## config.mk

```make
export PLATFORM = sky130hd
export DESIGN_NAME = ftoi
export DESIGN_NICKNAME = d
export VERILOG_FILES = /design/src/rtl/fpu_pkg.sv /design/src/rtl/ftoi_shift.sv /design/src/rtl/ftoi.sv
export SDC_FILE = /design/constraint.sdc
export NUM_CORES = 1
export LEC_CHECK = 0
export ABC_CLOCK_PERIOD_IN_PS = 4400
export CAP_MARGIN = 20
export CORE_ASPECT_RATIO = 1.5
export CORE_MARGIN = 2
export CORE_UTILIZATION = 36
export DETAILED_ROUTE_END_ITERATION = 8
export PLACE_DENSITY_LB_ADDON = 0.1
export SYNTH_ARGS = -nofsm -noshare
export SYNTH_HDL_FRONTEND = slang
export SYNTH_SLANG_ARGS = --single-unit
```

## constraint.sdc

```tcl
create_clock -name clk -period 4.4 [get_ports clk]
set_clock_uncertainty 0.2 [all_clocks]
set_input_delay 0.66 -clock clk [delete_from_list [all_inputs] [get_ports clk]]
set_output_delay 0.66 -clock clk [all_outputs]
set_load 0.1 [all_outputs]
```

## src/rtl/fpu_pkg.sv

```systemverilog
// fpu_pkg: shared binary32/int32 constants and operand classes for the FPU
package fpu_pkg;
  localparam int BIAS = 127;
  localparam int EXP_W = 8;
  localparam int FRA_W = 23;
  localparam logic [31:0] INT_MAX = 32'h7FFFFFFF;
  localparam logic [31:0] INT_MIN = 32'h80000000;
  typedef enum logic [1:0] {ZERO, NORMAL, SATP, SATN} cls_t;
endpackage

```

## src/rtl/ftoi_shift.sv

```systemverilog
// ftoi_shift: bidirectional barrel shift of a 24-bit mantissa to an integer magnitude
module ftoi_shift (
  input  logic [23:0] man,
  input  logic [4:0]  sh,
  output logic [31:0] mag
);
  logic [31:0] ext;
  assign ext = {8'd0, man};
  assign mag = sh >= 5'd23 ? ext << (sh - 5'd23) : ext >> (5'd23 - sh);
endmodule

```

## src/rtl/ftoi.sv

```systemverilog
// ftoi: two-stage elastic binary32 to int32 converter, truncating and saturating
module ftoi
  import fpu_pkg::*;
(
  input  logic        clk,
  input  logic        reset,
  input  logic        in_valid,
  output logic        in_ready,
  input  logic [31:0] op,
  output logic        out_valid,
  input  logic        out_ready,
  output logic [31:0] result,
  output logic        ovf
);
  logic             s1_valid_q, s1_valid_d;
  logic             s1_sign_q, s1_sign_d;
  logic [4:0]       s1_sh_q, s1_sh_d;
  logic [FRA_W:0]   s1_man_q, s1_man_d;
  cls_t             s1_cls_q, s1_cls_d;
  logic             s2_valid_q, s2_valid_d;
  logic [31:0]      result_q, result_d;
  logic             ovf_q, ovf_d;
  logic             s1_adv, s2_adv, ld1, ld2;
  logic [EXP_W-1:0] exp_w;
  logic [FRA_W-1:0] fra;
  logic [31:0]      mag;
  cls_t             cls;
  assign s2_adv    = ~s2_valid_q | out_ready;
  assign s1_adv    = ~s1_valid_q | s2_adv;
  assign in_ready  = s1_adv;
  assign ld1       = s1_adv & in_valid;
  assign ld2       = s2_adv & s1_valid_q;
  assign exp_w     = op[30:23];
  assign fra       = op[22:0];
  assign out_valid = s2_valid_q;
  assign result    = result_q;
  assign ovf       = ovf_q;
  // classify the incoming operand; -2^31 is the only exp>=158 value that fits
  always_comb begin
    cls = exp_w <= 8'd126 ? ZERO :
          exp_w == 8'hFF ? ((|fra || !op[31]) ? SATP : SATN) :
          (exp_w >= 8'd158 && op != 32'hCF000000) ? (op[31] ? SATN : SATP) :
          NORMAL;
  end
  // S1 decode: capture sign, unbiased shift, mantissa and class on input transfers
  always_comb begin
    s1_valid_d = s1_adv ? in_valid : s1_valid_q;
    s1_sign_d  = ld1 ? op[31] : s1_sign_q;
    s1_sh_d    = ld1 ? 5'(exp_w - 8'(BIAS)) : s1_sh_q;
    s1_man_d   = ld1 ? {1'b1, fra} : s1_man_q;
    s1_cls_d   = ld1 ? cls : s1_cls_q;
  end
  ftoi_shift u_shift (
    .man(s1_man_q),
    .sh (s1_sh_q),
    .mag(mag)
  );
  // S2 convert: pick saturated, zero or signed shifted magnitude
  always_comb begin
    s2_valid_d = s2_adv ? s1_valid_q : s2_valid_q;
    result_d   = !ld2 ? result_q :
                 s1_cls_q == ZERO ? 32'd0 :
                 s1_cls_q == SATP ? INT_MAX :
                 s1_cls_q == SATN ? INT_MIN :
                 s1_sign_q ? -mag : mag;
    ovf_d      = ld2 ? (s1_cls_q == SATP || s1_cls_q == SATN) : ovf_q;
  end
  // pipeline registers with synchronous active-low clear
  always_ff @(posedge clk) begin
    if (!reset) begin
      s1_valid_q <= 1'b0;
      s1_sign_q  <= 1'b0;
      s1_sh_q    <= '0;
      s1_man_q   <= '0;
      s1_cls_q   <= ZERO;
      s2_valid_q <= 1'b0;
      result_q   <= '0;
      ovf_q      <= 1'b0;
    end else begin
      s1_valid_q <= s1_valid_d;
      s1_sign_q  <= s1_sign_d;
      s1_sh_q    <= s1_sh_d;
      s1_man_q   <= s1_man_d;
      s1_cls_q   <= s1_cls_d;
      s2_valid_q <= s2_valid_d;
      result_q   <= result_d;
      ovf_q      <= ovf_d;
    end
  end
endmodule

```

==> results of run 1 <==
==> cells by family after synthesis <==
logic type / after synthesis / synth area share (%)
AND/OR/NAND/NOR: 325 / 22.32
AO/OA/AOI/OAI: 243 / 23.60
multiplexers: 119 / 23.93
buffers and inverters: 97 / 6.275
flip-flops: 67 / 18.74
XOR/XNOR: 34 / 4.265
adder cells (fa/ha/maj): 5 / 0.8740
==> power by group through the flow <==
| stage | Sequential [W] | Combinational [W] | Clock, W |
|---|---|---|---|
| 2_1_floorplan | 0.000756 | 0.000636 | 0 |
| 3_3_place_gp | 0.000697 | 0.00108 | 0 |
| 3_5_place_dp | 0.000698 | 0.00108 | 0 |
| 4_1_cts | 0.000684 | 0.00108 | 0.000832 |
| 5_1_grt | 0.000689 | 0.00116 | 0.000855 |
| 6_report | 0.000685 | 0.00109 | 0.000821 |
==> flip-flops by register name (all words and copies together) (netlist names) <==
signal / flops
s1_sh_q: 5
s1_cls_q: 2
s1_valid_q: 1
ovf: 1
result: 32
s1_sign_q: 1
s1_man_q: 24
out_valid: 1
==> placed cells by master, fill, tap and decap left out, types with 6 or more instances in the layout <==
cell                              synthesis  layout
sky130_fd_sc_hd__nand2_1                125     125
sky130_fd_sc_hd__buf_4                    6      84
sky130_fd_sc_hd__clkdlybuf4s50_1          0      68
sky130_fd_sc_hd__dfxtp_1                 67      65
sky130_fd_sc_hd__nor2_1                  51      51
sky130_fd_sc_hd__a21oi_1                 47      47
sky130_fd_sc_hd__o21ai_0                 44      44
sky130_fd_sc_hd__nand3_1                 44      44
sky130_fd_sc_hd__mux2i_1                 44      44
sky130_fd_sc_hd__mux4_2                  38      38
sky130_fd_sc_hd__mux2_2                  33      33
sky130_fd_sc_hd__a21boi_0                31      31
sky130_fd_sc_hd__xnor2_1                 22      21
sky130_fd_sc_hd__nor2b_1                 15      15
sky130_fd_sc_hd__and2_1                  13      13
sky130_fd_sc_hd__nor3_1                  13      13
sky130_fd_sc_hd__nand4_1                 12      12
sky130_fd_sc_hd__xor2_1                  11      11
sky130_fd_sc_hd__nand2b_1                11      11
sky130_fd_sc_hd__o211ai_1                11      11
sky130_fd_sc_hd__o31ai_1                 10      10
sky130_fd_sc_hd__inv_1                    9       9
sky130_fd_sc_hd__clkbuf_16                0       9
sky130_fd_sc_hd__o211a_1                  8       8
sky130_fd_sc_hd__nor4_1                   8       8
sky130_fd_sc_hd__a31oi_1                  8       8
sky130_fd_sc_hd__a22oi_1                  8       8
sky130_fd_sc_hd__a22o_1                   7       7
sky130_fd_sc_hd__o22ai_1                  6       6
sky130_fd_sc_hd__and3_1                   6       6
sky130_fd_sc_hd__o21ai_1                  6       6
==> area by class of cell <==
cell class	instances	area, sq um
clock buffer	10	229.0
multi-input combinational	726	5375
tap	260	325.3
sequential	67	1346
timing repair buffer	157	1396
fill	1997	10830
clock inverter	6	88.84
inverter	11	41.29
==> worst reg2reg max path, stage by stage (launching register included) <==
cell                       delay, ns
sky130_fd_sc_hd__dfxtp_4        0.36
sky130_fd_sc_hd__buf_12         0.27
sky130_fd_sc_hd__mux4_2         0.58
sky130_fd_sc_hd__a22oi_1        0.19
sky130_fd_sc_hd__o311ai_0       0.18
sky130_fd_sc_hd__a22o_1         0.28
sky130_fd_sc_hd__or4_4          0.57
sky130_fd_sc_hd__or4_4          0.62
sky130_fd_sc_hd__o41ai_2        0.42
sky130_fd_sc_hd__xor2_1         0.19
sky130_fd_sc_hd__o21ai_1        0.08
sky130_fd_sc_hd__a21boi_1       0.14
==> worst paths after layout <==
path                                                end  depth (start not counted)
worst max-delay path            result[24]$_SDFFE_PN0P_                         11
worst min-delay path            result[16]$_SDFFE_PN0P_                          2
worst max register to register  result[24]$_SDFFE_PN0P_                         11
worst min register to register  result[16]$_SDFFE_PN0P_                          2
==> per-stage QoR <==
step	setup slack, ns	std cells	hold WS [ns]	total power [W]	instance area (sq um)
floorplan	0.3810	890	0.2797	0.001392	7158
global placement	0.2523	1221	0.2469	0.001778	8484
detailed placement	0.2664	1221	0.2515	0.001773	8484
CTS	0.2481	1237	0.2610	0.002596	8802
global route	0.007565	1237	0.2851	0.002701	8802
finish	0.2502	1237	0.2565	0.002594	8802
==> metal layers <==
layer / routed length [um] / part of all wire [%]
met5: 0 / 0
met4: 2046 / 7.1
met3: 1328 / 4.6
met2: 14870 / 52
met1: 10570 / 37
==> results.ini, run 1 <==
[yosys]
asyncSetResetFlopFracSynth_pct = 0
most_frequent_cells_after_synthesis = 125 x sky130_fd_sc_hd__nand2_1, 67 x sky130_fd_sc_hd__dfxtp_1, 61 x sky130_fd_sc_hd__clkbuf_1, 51 x sky130_fd_sc_hd__nor2_1, 47 x sky130_fd_sc_hd__a21oi_1
post_synth_inst_count = 890
post-synth-top-count-cell = sky130_fd_sc_hd__nand2_1
post_synth_top_flop = sky130_fd_sc_hd__dfxtp_1
yosysUniqueCellTypes = 79
number_of_synthesized_flops_with_an_enable_pin = 0
ys_seq_elements = 67
seq_area_frac_synth_pct = 18.74
netlist.area_leader.share_pct = 18.74
post-synth-top-area-cell = sky130_fd_sc_hd__dfxtp_1
ys_top_cells_by_area = sky130_fd_sc_hd__dfxtp_1 19%, sky130_fd_sc_hd__mux4_2 12%, sky130_fd_sc_hd__nand2_1 6.6%
synthesis.nets = 931
ys_warn_count = 0
synth.cell_area_sq_mm = 0.007158
syn_avg_cell_area_sq_um = 8.043

[floorplan]
row_cnt = 63
floorplan.die_area_sq_mm = 0.02105
dieWidth_um = 119.1
core_area_sq_mm = 0.01963
die_y_um = 176.7
start_util_pct = 36.47
io_pins = 71

[sta]
final_period_minus_worst_setup_slack_ns = 4.150
report.final.slew_viol_count = 0
max_slew_margin_pct = 34.07
setup_viol = 0
rsz0062_at_grt = no
setup_tns_after_final_layout_ns = 0
final-hold-violation-count = 0
fmax_ghz = 0.2410
timing_worst_slew_pin_value_ns = 0.9859
finalCritPeriodShare_pct = 94.31

[setup_path]
critPathSlowestCell = sky130_fd_sc_hd__or4_4
cp-startpoint = s1_sh_q[0]$_SDFFE_PN0P_
startpoint_type = flop
worstPathCellList = buf_12 > mux4_2 > a22oi_1 > o311ai_0 > a22o_1 > or4_4 > or4_4 > o41ai_2 > xor2_1 > o21ai_1 > a21boi_1
cp_data_required_time_ns = 4.48
slowest_delay_ns = 0.62
critPathTopFamily = compound AO/OA/AOI/OAI gates
worst_path_most_repeated_cell = sky130_fd_sc_hd__or4_4
endpoint_arrival_time_on_the_critical_path_ns = 4.23
setup.worst_path.class = reg -> reg
crit_path_end_kind = flop
critPathMaxFanout = 51
timing.reg2reg.setup_slack_ns = 0.25
r2r-start = s1_sh_q[0]$_SDFFE_PN0P_
critPathBufInv = 1

[finish]
utilization_of_the_core_after_routing_pct = 44.85
flow.area_growth_from_synthesis_pct = 22.97
ratio_of_cells_with_drive_above_1_in_the_final_layout_pct = 19.86
total_inserted_antenna_cells = 0
finalNetCount = 1013

[routing]
drt-total-wl_um = 28810
route.vias.total = 7368
routed_wire_length_per_instance_um = 23.29
drt_drc_violations_left = 0
drtIter0Drc = 531
first_pass_iters = 5
drtAntennaViolNets = 0
detail_route.vias_per_cell = 5.956

[run]
cap_violations = 0

[place]
detailed_place_hpwl_um = 22750
place_congestion = 1.039
io_buffers = 70

[clock_tree]
cts-root-to-sink-buffers = 2
cts_resized = 0
hold_buffers = 0
h-tree-depth = 3
postCtsSetupRepairBufs = 0
cts_root_buffer = sky130_fd_sc_hd__clkbuf_16
clock_latency_on_the_worst_skew_pair_ns = 0.36
clock_sink_count = 67
cts_inserted_buffers = 9
clock_transition_at_the_registers_of_the_reported_paths_ns = 0.06
cts_tree = yes

[worst_hold_path]
hold_start = result[16]$_SDFFE_PN0P_
hp_class = reg -> reg

[global_routing]
grt_busiest_layer = met2
antenna_found_initial = 0
vias_in_the_first_global_route = 7253
grt_use_met2_pct = 50.24
first_pass_grt_wire_length_um = 44270
globalRouteOverflowTotal = 0
groute.layer.met3.usage_pct = 4.059
grt_use_total_pct = 27.57
grt_start_max_net_pins = 52
gr-usage-met1_pct = 29.54

[pwr]
share_comb_of_total_power_pct = 41.9
switching_share_pct = 39.07
power_report.internal_total_w = 0.001581
power.density_cell_area_mw_per_mm2 = 294.7
p_sw_w = 0.001014
sequentialPowerShare_pct = 26.4
static-leakage-power_nw = 3.277
vdd_ir_drop_max_mv = 0.1435
power.share.clock_pct = 31.7

[status]
outcome = finished clean

No activity file was read; power rests on OpenSTA's default activity.
==> run 2, diff against run 1 <==
--- a/config.mk
+++ b/config.mk
@@ -7,9 +7,11 @@
 export LEC_CHECK = 0
 export ABC_CLOCK_PERIOD_IN_PS = 4400
 export CAP_MARGIN = 20
+export CELL_PAD_IN_SITES_DETAIL_PLACEMENT = 1
+export CELL_PAD_IN_SITES_GLOBAL_PLACEMENT = 2
 export CORE_ASPECT_RATIO = 1.5
 export CORE_MARGIN = 2
-export CORE_UTILIZATION = 36
+export CORE_UTILIZATION = 35
 export DETAILED_ROUTE_END_ITERATION = 8
 export PLACE_DENSITY_LB_ADDON = 0.1
 export SYNTH_ARGS = -nofsm -noshare
==> results.ini, run 2 (same netlist as run 1, synthesis figures left out) <==
[sta]
timing_worst_slew_pin_value_ns = 0.9939
setup_viol = 0
report.final.slew_viol_count = 0
finalCritPeriodShare_pct = 97.00
setup_tns_after_final_layout_ns = 0
fmax_ghz = 0.2343
rsz0062_at_grt = no
final-hold-violation-count = 0
final_period_minus_worst_setup_slack_ns = 4.268
max_slew_margin_pct = 33.53

[finish]
largest_register_ff_count = 32
most_common_cell_after_layout_fill_and_taps_aside = sky130_fd_sc_hd__nand2_1
flow.area_growth_from_synthesis_pct = 22.25
total_inserted_antenna_cells = 0
final_cell_mix = 125 x sky130_fd_sc_hd__nand2_1, 74 x sky130_fd_sc_hd__buf_4, 68 x sky130_fd_sc_hd__clkdlybuf4s50_1
final_instance_count_without_filler_cells = 1233
ratio_of_cells_with_drive_above_1_in_the_final_layout_pct = 19.30
finalNetCount = 1005

[routing]
detail_route.vias_per_cell = 6.118
first_pass_iters = 5
route.vias.total = 7543
drtIter0Drc = 404
drt-total-wl_um = 31770
drtAntennaViolNets = 0
routed_wire_length_per_instance_um = 25.77
drt_drc_violations_left = 0

[global_routing]
grt_start_max_net_pins = 51
antenna_found_initial = 0
grt_use_total_pct = 29.91
vias_in_the_first_global_route = 7953
globalRouteOverflowTotal = 0
first_pass_grt_wire_length_um = 48160

[floorplan]
die_y_um = 179.2
row_cnt = 64
floorplan.die_area_sq_mm = 0.02164
dieWidth_um = 120.8
io_pins = 71
start_util_pct = 35.33
core_area_sq_mm = 0.02026

[place]
place_congestion = 0.9290
detailed_place_hpwl_um = 25720
io_buffers = 70
dp_cells = 1217

[clock_tree]
h-tree-depth = 3
cts_root_buffer = sky130_fd_sc_hd__clkbuf_16
cts_tree = yes
clock_sink_count = 67
clock_latency_on_the_worst_skew_pair_ns = 0.36
cts-root-to-sink-buffers = 2
cts_inserted_buffers = 9
clock_transition_at_the_registers_of_the_reported_paths_ns = 0.06
hold_buffers = 0

[pwr]
power.density_cell_area_mw_per_mm2 = 285.0
vdd_ir_drop_max_mv = 0.1581
static-leakage-power_nw = 3.235
total_power_w = 0.002494

[setup_path]
worstPathCellList = buf_12 > mux4_2 > mux2i_1 > mux2i_1 > a221o_1 > or4_4 > or4_4 > nor3_4 > nand2_1 > a2111o_1 > nand3_1
r2r-start = s1_sh_q[2]$_SDFFE_PN0P_
critPathTopFamily = simple AND/OR/NAND/NOR gates
setup.worst_path.class = reg -> reg
critPathMaxFanout = 29
crit_path_end_kind = flop
cp_data_required_time_ns = 4.50
critPathSlowestCell = sky130_fd_sc_hd__dfxtp_1
slowest_delay_ns = 0.63
cp-startpoint = s1_sh_q[2]$_SDFFE_PN0P_
timing.reg2reg.setup_slack_ns = 0.13
critPathBufInv = 1
startpoint_type = flop
endpoint_arrival_time_on_the_critical_path_ns = 4.37

[worst_hold_path]
hp_class = reg -> reg
hold_start = result[18]$_SDFFE_PN0P_

[status]
outcome = finished clean

[run]
cap_violations = 0

==> run 2: cell count changes in the layout (fill, tap and decap cells not counted), sizes merged <==
cell | previous run | this run
clkinv | 1 | 0
clkbuf | 10 | 15
clkinvlp | 2 | 1
inv | 12 | 11
buf | 89 | 81
bufinv | 2 | 0
==> run 2: where the power goes <==
group / leakage [nW] / internal (W) / switching, W
Combinational: 2.56 / 0.000435 / 0.000655
Sequential: 0.550 / 0.000638 / 0.0000607
Clock: 0.130 / 0.000413 / 0.000292
Total: 3.23 / 0.00149 / 0.00101
==> run 2: final timing paths <==
path,endpoint,depth (start not counted)
max,result[26]$_SDFFE_PN0P_,11
min,result[18]$_SDFFE_PN0P_,2
max reg2reg,result[26]$_SDFFE_PN0P_,11
min reg2reg,result[18]$_SDFFE_PN0P_,2
==> run 2: cell type report <==
| class | count | area [sq um] |
|---|---|---|
| Timing Repair Buffer | 149 | 1361 |
| Fill cell | 2462 | 11510 |
| Multi-Input combinational cell | 726 | 5399 |
| Inverter | 11 | 41.29 |
| Sequential cell | 67 | 1344 |
| Clock inverter | 1 | 7.507 |
| Clock buffer | 15 | 267.8 |
| Tap cell | 264 | 330.3 |
==> run 2: timing repair <==
action | CTS | global route
endpoints found under the setup margin | 0 | 12
gates resized for setup | 0 | 4
buffers inserted | 0 | 0
endpoints found under the hold margin | 0 | 0
==> run 2: layer usage <==
metal  GRT usage [%]  vias to the layer above  part of all wire, %
met3           3.149                       74                  3.0
met4           15.21                        0                  5.0
met2           57.72                      211                   55
met5               0                        -                    0
met1           31.63                     3777                   37
li1                -                     3481                    -
==> run 2: worst register-to-register path, cell delays in order (launching register included) <==
cell and delay [ns]:
sky130_fd_sc_hd__dfxtp_1 0.63, sky130_fd_sc_hd__buf_12 0.26, sky130_fd_sc_hd__mux4_2 0.34, sky130_fd_sc_hd__mux2i_1 0.29, sky130_fd_sc_hd__mux2i_1 0.13, sky130_fd_sc_hd__a221o_1 0.32, sky130_fd_sc_hd__or4_4 0.52, sky130_fd_sc_hd__or4_4 0.63
sky130_fd_sc_hd__nor3_4 0.28, sky130_fd_sc_hd__nand2_1 0.13, sky130_fd_sc_hd__a2111o_1 0.43, sky130_fd_sc_hd__nand3_1 0.07
==> run 2: metrics by stage <==
step                utilization (%)  setup WS, ns  hold slack (ns)  area (sq um)
detailed placement            41.72       0.02127           0.2505          8452
global route                  43.19      0.009758           0.2884          8751
CTS                           43.08       0.01543           0.2559          8727
global placement              41.72       0.02041           0.2414          8452
finish                        43.19        0.1321           0.2544          8751
floorplan                         -        0.3810           0.2797          7158
